**src/rtl/decode_pkg.sv**
```systemverilog
// Shared definitions for the decode stage: opcodes, occupancy states and
// MIPS instruction field positions.
package decode_pkg;

    localparam logic [5:0] OP_RTYPE = 6'h00;
    localparam logic [5:0] OP_BEQ   = 6'h04;
    localparam logic [5:0] OP_LW    = 6'h23;
    localparam logic [5:0] OP_SW    = 6'h2B;

    typedef enum logic [1:0] {
        EMPTY = 2'd0,
        ONE   = 2'd1,
        TWO   = 2'd2
    } state_t;

    localparam int OPCODE_LSB = 26;
    localparam int RS_LSB     = 21;
    localparam int RT_LSB     = 16;
    localparam int RD_LSB     = 11;
    localparam int SHAMT_LSB  = 6;
    localparam int FUNCT_LSB  = 0;
    localparam int IMM_MSB    = 15;

    function automatic logic [31:0] sign_ext16(input logic [15:0] imm);
        return {{16{imm[15]}}, imm};
    endfunction

endpackage

```
**src/rtl/decode_field_decoder.sv**
```systemverilog
// Combinational MIPS field splitter with sign-extended immediate and
// word-aligned branch offset.
module field_decoder
    import decode_pkg::*;
(
    input  logic [31:0] instr,
    output logic [5:0]  opcode,
    output logic [4:0]  rs,
    output logic [4:0]  rt,
    output logic [4:0]  rd,
    output logic [4:0]  shamt,
    output logic [5:0]  funct,
    output logic [31:0] imm_ext,
    output logic [31:0] branch_offset
);

    assign opcode        = instr[OPCODE_LSB +: 6];
    assign rs            = instr[RS_LSB +: 5];
    assign rt            = instr[RT_LSB +: 5];
    assign rd            = instr[RD_LSB +: 5];
    assign shamt         = instr[SHAMT_LSB +: 5];
    assign funct         = instr[FUNCT_LSB +: 6];
    assign imm_ext       = sign_ext16(instr[IMM_MSB:0]);
    assign branch_offset = {imm_ext[29:0], 2'b00};

endmodule

```
**src/rtl/decode_stage.sv**
```systemverilog
// Decode stage: two-entry skid buffer feeding a field decoder on the head word.
// Optional DECODE_PERF_EN adds pop and stall counters.
//   state | meaning
//   EMPTY | no valid entry
//   ONE   | main holds the head word
//   TWO   | main and skid both valid, upstream stalled
module decode_stage
    import decode_pkg::*;
(
    input  logic        clk,
    input  logic        reset,
    input  logic        in_valid,
    input  logic [31:0] in_instr,
    input  logic [31:0] in_pc4,
    output logic        in_ready,
    input  logic        flush,
    input  logic        out_ready,
    output logic        out_valid,
    output logic [31:0] out_instr,
    output logic [31:0] out_pc4,
    output logic [5:0]  opcode,
    output logic [4:0]  rs,
    output logic [4:0]  rt,
    output logic [4:0]  rd,
    output logic [4:0]  shamt,
    output logic [5:0]  funct,
    output logic [31:0] imm_ext,
    output logic [31:0] branch_offset,
`ifdef DECODE_PERF_EN
    output logic [31:0] perf_issued,
    output logic [31:0] perf_stall,
`endif
    output logic        is_branch
);

    state_t      state, state_n;
    logic [31:0] main_instr, main_instr_n, main_pc4, main_pc4_n;
    logic [31:0] skid_instr, skid_instr_n, skid_pc4, skid_pc4_n;
    logic        main_valid, main_valid_n, skid_valid, skid_valid_n;
    logic        push, pop;

    assign in_ready  = (state != TWO) && !reset;
    assign out_valid = main_valid && !reset;
    assign push      = in_valid && in_ready;
    assign pop       = out_valid && out_ready;

    always_ff @(posedge clk) begin
        if (reset) begin
            state      <= EMPTY;
            main_instr <= '0;
            main_pc4   <= '0;
            skid_instr <= '0;
            skid_pc4   <= '0;
            main_valid <= 1'b0;
            skid_valid <= 1'b0;
        end else begin
            state      <= state_n;
            main_instr <= main_instr_n;
            main_pc4   <= main_pc4_n;
            skid_instr <= skid_instr_n;
            skid_pc4   <= skid_pc4_n;
            main_valid <= main_valid_n;
            skid_valid <= skid_valid_n;
        end
    end

    always_comb begin
        state_n      = state;
        main_instr_n = main_instr;
        main_pc4_n   = main_pc4;
        skid_instr_n = skid_instr;
        skid_pc4_n   = skid_pc4;
        // Flush discards any same-cycle push but leaves data registers alone.
        if (flush) begin
            state_n = EMPTY;
        end else begin
            case (state)
                EMPTY: begin
                    if (push) begin
                        state_n      = ONE;
                        main_instr_n = in_instr;
                        main_pc4_n   = in_pc4;
                    end
                end
                ONE: begin
                    if (push && pop) begin
                        main_instr_n = in_instr;
                        main_pc4_n   = in_pc4;
                    end else if (push) begin
                        state_n      = TWO;
                        skid_instr_n = in_instr;
                        skid_pc4_n   = in_pc4;
                    end else if (pop) begin
                        state_n = EMPTY;
                    end
                end
                TWO: begin
                    if (pop) begin
                        state_n      = ONE;
                        main_instr_n = skid_instr;
                        main_pc4_n   = skid_pc4;
                    end
                end
                default: state_n = EMPTY;
            endcase
        end
        main_valid_n = (state_n != EMPTY);
        skid_valid_n = (state_n == TWO);
    end

    assign out_instr = main_instr;
    assign out_pc4   = main_pc4;

    field_decoder u_field_decoder (
        .instr         (main_instr),
        .opcode        (opcode),
        .rs            (rs),
        .rt            (rt),
        .rd            (rd),
        .shamt         (shamt),
        .funct         (funct),
        .imm_ext       (imm_ext),
        .branch_offset (branch_offset)
    );

    assign is_branch = out_valid && (opcode == OP_BEQ);

`ifdef DECODE_PERF_EN
    always_ff @(posedge clk) begin
        if (reset) begin
            perf_issued <= '0;
            perf_stall  <= '0;
        end else begin
            if (pop)
                perf_issued <= perf_issued + 32'd1;
            if (in_valid && !in_ready)
                perf_stall <= perf_stall + 32'd1;
        end
    end
`endif

endmodule

```
**config.mk**
```make
export PLATFORM = sky130hd
export DESIGN_NAME = decode_stage
export DESIGN_NICKNAME = d
export VERILOG_FILES = /design/src/rtl/decode_pkg.sv /design/src/rtl/decode_field_decoder.sv /design/src/rtl/decode_stage.sv
export SDC_FILE = /design/constraint.sdc
export NUM_CORES = 1
export LEC_CHECK = 0
export ABC_AREA = 0
export BUFFER_PORTS_ARGS = -buffer_cell sky130_fd_sc_hd__buf_2
export CAP_MARGIN = 20
export CORE_MARGIN = 2
export CORE_UTILIZATION = 30
export CTS_CLUSTER_DIAMETER = 40
export DETAILED_ROUTE_END_ITERATION = 12
export SLEW_MARGIN = 20
export SYNTH_ARGS = -nofsm -noshare
export SYNTH_HDL_FRONTEND = slang
export SYNTH_SLANG_ARGS = --single-unit
```
**constraint.sdc**
```tcl
create_clock -name clk -period 2.1 [get_ports clk]
set_input_delay 0.42 -clock clk [delete_from_list [all_inputs] [get_ports clk]]
set_output_delay 0.42 -clock clk [all_outputs]
set_load 0.005 [all_outputs]
```
Yosys cells after proc, flatten, opt, wreduce, memory -nomap -nowiden
Cells that the tools add are included.
{ "word_totals": {"register_bits": 131, "input_bits": 69, "out_inout_bits": 163, "elab_cells": 42} }
{ "classes": {"eq_ne": 7, "mux": 15, "n_bitwise": 2, "n_reduce_logical": 12} }
{ "ops": {"columns": ["operator", "n"], "rows": [
  ["$mux 32", 6],
  ["$pmux 32 s3", 2],
  ["$mux 2", 6],
  ["$ne 2x2->1 const B", 4],
  ["$eq 6x3->1 const B", 1],
  ["$logic_and 1x1->1", 6],
  ["$pmux 2 s3", 1],
  ["$reduce_and 5->1", 1],
  ["$reduce_and 4->1", 1],
  ["$reduce_bool 3->1", 1],
  ["$eq 2x1->1 const B", 1],
  ["$eq 2x2->1 const B", 1],
  ["$logic_not 2->1", 1],
  ["$not 1->1", 2],
  ["$reduce_bool 2->1", 1],
  ["$logic_not 1->1", 1]
]} }

Depth between registers and ports, before layout
{ "logic_depth": {"ltp_word": 9, "mapped_depth": 7, "mapped_depth_nobuf": 4} }

Cells and area by module
From an unflattened synthesis, not the netlist that was laid out.
{ "unflattened": {"cells_unflattened": 766, "hier_area_um2": 7240.7} }
{ "modules_own_cells": {"columns": ["mod", "instances", "cells_each", "area_per_inst_um2"], "rows": [
  ["decode_stage", 1, 669, 6516.2],
  ["field_decoder", 1, 97, 724.4]
]} }

Least setup slack after synthesis
No wires, ideal clock.
{ "synth_path": {"kind": "input to register", "from": "input port reset", "to": "register main_instr[15] (netlist: out_instr[15])", "setup_time_ps": 146, "arrival_time_ps": 1534, "required_ps": 1954, "setup_slack_ps": 420, "path_stages": 7, "path_buffers": 3, "cell_sequence": "buf_2 -> nand3b_4 -> a21o_1 -> buf_4 -> buf_4 -> a211oi_1 -> a211oi_2"} }
{ "synth_between": {"elab_chain_cells": 6, "elab_cells_between_ends": 10} }
{ "synth_rtl": {"columns": ["item", "line", "source"], "rows": [
  ["from (decl)", "decode_stage.sv:11", "input logic reset,"],
  ["$logic_not 1->1", "decode_stage.sv:42, decode_stage.sv:43", null],
  ["$logic_and 1x1->1, on equally long branches", "decode_stage.sv:42, decode_stage.sv:43", null],
  ["$logic_and 1x1->1, on equally long branches", "decode_stage.sv:44, decode_stage.sv:45", null],
  ["$logic_and 1x1->1", "decode_stage.sv:86", "if (push && pop) begin"],
  ["$ne 2x2->1 (no line)", null, null],
  ["$reduce_and 5->1 (no line)", null, null],
  ["to (signal assigned)", "decode_stage.sv:58", "main_instr <= main_instr_n;"],
  ["to (decl)", "decode_stage.sv:37", "logic [31:0] main_instr, main_instr_n, main_pc4, main_pc4_n;"]
]} }
Several ways; a longest one is shown, not always the timed one.
A chain may end at the register's enable or synchronous reset.

Worst setup path after layout
{ "layout_path": {"from": "register state[0]", "to": "output port in_ready"} }
{ "layout_between": {"elab_chain_cells": 2} }
{ "layout_rtl": {"columns": ["item", "line", "source"], "rows": [
  ["from (decl)", "decode_stage.sv:36", "state_t state, state_n;"],
  ["from (signal assigned)", "decode_stage.sv:57", "state <= state_n;"],
  ["$ne 2x2->1", "decode_stage.sv:42", "assign in_ready = (state != TWO) && !reset;"],
  ["$logic_and 1x1->1", "decode_stage.sv:42", null],
  ["to (decl)", "decode_stage.sv:15", "output logic in_ready,"]
]} }
No other way between the ends.

==> out/metrics.yaml <==
postCtsSetupBuffers: 0
finalNonFillerCells: 1206
core-area_mm2: 0.0236
min_period_over_period_pct: 95.5
pin_count: 232
post_drt_wl_per_cell_um: 15.1
cts_tree: "built"
die_x_um: 160
reg2reg_to: "out_instr[16]"
syn_inst: 765
status: "complete, no violations"
fin_tns_setup_ns: 0
arrival_ns: 1.59
p_int_w: 0.00509
die_h_um: 160
synth_cell_types: 29
hold_start: "reset"
seq_power_share_pct: 39.0
cts.clk_slew.worst_paths_ns: 0.06
hold_end: "out_instr[27]"
placed_cells: 1172
p_per_area_mw_per_mm2: 789
slowest_delay_ns: 0.44
drv_slew: 0
setup_viol: 0
finalWirelength_mm: 18.2
crit_path_cell_trace: "nand2b_4 -> buf_12 -> nor2b_1 -> buf_2"
synth-seq-area-share_pct: 36.1
grt_usage_pct: 14.2
r2r_start: "state[1]"
cts-buffers-inserted: 17
switchingPower_w: 0.00174
dieArea_mm2: 0.0255
comb_power_share_pct: 13.2
finalHoldViolations: 0
netSwitchingFraction_pct: 25.5
worst_pin_slew_ns: 0.596
p_leak_nw: 3.50
max-cap-violations: 0
worst-r2r-cell-count: 5
p_clk_share_pct: 47.9
row_count: 56
cts_resized: 0
drc: 0
vdd_drop_max_v: 0.000444
cts_buffer_depth: 2
fin_worst_skew_ns: 0.00877
total_power_w: 0.00683
grt_pass1_vias: 5184
drive_gt1_share_pct: 47.0
drt_iter0_markers: 178
gp_congestion: 0.701
grt_max_degree: 101
grt_overflow_total: 0
syn_area_per_cell_um2: 9.50
crit_slowest_cell: "dfxtp_1"
reg2reg_slack_ns: 0.26
cp.required_ns: 1.68
ys_ff_latch: 131
port_buffers: 229
fin_nets: 941
fmax_mhz: 498
cts.sinks: 131
hold_path_depth: 2
path_class: "reg2out"
nFillCells: 2422
crit_fanout: 21
num_vias: 5472
grt_pass1_wl_mm: 28.7
dr.pass1.iters: 4
synthToLayoutAreaGrowth_pct: 19.2
root_buffer: "clkbuf_16"
slew_headroom_pct: 60.3
ant_nets: 0
via_per_inst: 4.54
hp-class: "in2reg"
endpoint_kind: "output pin"
rsz0062_at_grt: "false"
antenna_found_initial: 3
cts_hold_buf: 0
dp_hpwl_mm: 11.3
crit_path_start_kind: "flip-flop"
htreeDepth: 4
yosys_warnings: 0
clock_latency_ns: 0.42
post-route-min-period_ns: 2.01
start_util_pct: 30.8
netlist_area_mm2: 0.00727
==> power groups by stage <==
stage          clock network (W)  logic (W)  registers [W]
2_1_floorplan                  0   0.000678        0.00273
3_3_place_gp                   0   0.000910        0.00271
3_5_place_dp                   0   0.000915        0.00272
4_1_cts                  0.00336   0.000916        0.00266
5_1_grt                  0.00346   0.000986        0.00268
6_report                 0.00327   0.000899        0.00266
==> critical path: cells and delay by family, from the launching register on <==
kind          cells  cell delay, ns
flops             1            0.44
simple gates      2            0.37
buf+inv           2            0.34
==> kinds of logic after synthesis <==
logic type / synth area share [%]
buffers and inverters: 18.6
AO/OA/AOI/OAI: 26.1
AND/OR/NAND/NOR: 8.33
flip-flops: 36.1
multiplexers: 10.7
other: 0.0516
==> synthesized netlist by cell type (all sizes together) <==
cell	n	area [µm²]
nand2	128	480
nor2	1	6.26
nor3	3	15.0
a21o	2	15.0
clkbuf	20	97.6
conb	1	3.75
inv	64	240
a21oi	67	335
or2	2	12.5
buf	140	1020
nor4bb	1	10.0
dfxtp	131	2620
and4	1	8.76
o21a	1	7.51
nand2b	2	12.5
a211oi	128	1520
a211o	1	8.76
mux2	64	781
nand3b	2	27.5
nor2b	3	18.8
nor4	1	6.26
nor3b	1	7.51
o21bai	1	11.3
==> registers in the layout, indices dropped and copies added (netlist names) <==
name        count
out_instr      32
out_pc4        32
skid_instr     32
skid_pc4       32
state           2
main_valid      1
==> per-stage QoR <==
step                util [%]  worst slack, ns  hold WS [ns]  instance area, µm²
finish                  36.7           0.0939         0.207                8660
global route            36.7           0.0158         0.192                8660
CTS                     36.6           0.0738         0.191                8650
detailed placement      33.9            0.235         0.443                8010
global placement        33.9            0.246         0.438                8010
floorplan                  -            0.420         0.432                7270
==> area by class of cell <==
class                   count  area, µm²  area share [%]
clock buffers              20        467            5.39
clock inverters            12        178            2.05
diodes                      2       5.00          0.0578
well taps                 319        399            4.61
flip-flops and latches    131       2620            30.3
multi-input cells         411       3340            38.5
inverters                  64        240            2.77
repair buffers            247       1410            16.3
==> cell usage in the layout (no fill, tap or decap), types with 3 or more instances in the layout <==
master      netlist  final
mux2_1           48     48
a211oi_1         16     16
nor3_1            3      3
clkbuf_8          0      3
a21oi_1          67     67
dfxtp_1         131    131
a211oi_2        112    112
clkbuf_16         0     17
mux2_4           16     16
clkinvlp_4        0      4
nand2_1         128    128
buf_2            30    228
nor2b_1           3      3
bufinv_16         0      4
buf_4            99      8
inv_1            64     64
buf_12            0     10
==> metal layers <==
metal,wire length [µm],GRT usage [%],vias up
met5,11,0,-
met4,198,4.05,2
met3,1070,4.18,17
met2,8670,24.2,158
met1,8200,17.4,2570
li1,-,-,2725
==> worst max-delay path by stage <==
stage                       start       endpoint  slack [ns]  cells after the start
floorplan                   reset  out_instr[15]        0.42                      7
global placement         in_valid  out_instr[17]        0.25                      6
detailed placement       in_valid  out_instr[31]        0.24                      6
CTS                 out_instr[28]      is_branch        0.07                      4
global route             state[0]       in_ready        0.02                      4
finish                   state[0]       in_ready        0.09                      4
Power figures use the tool's default switching activity.
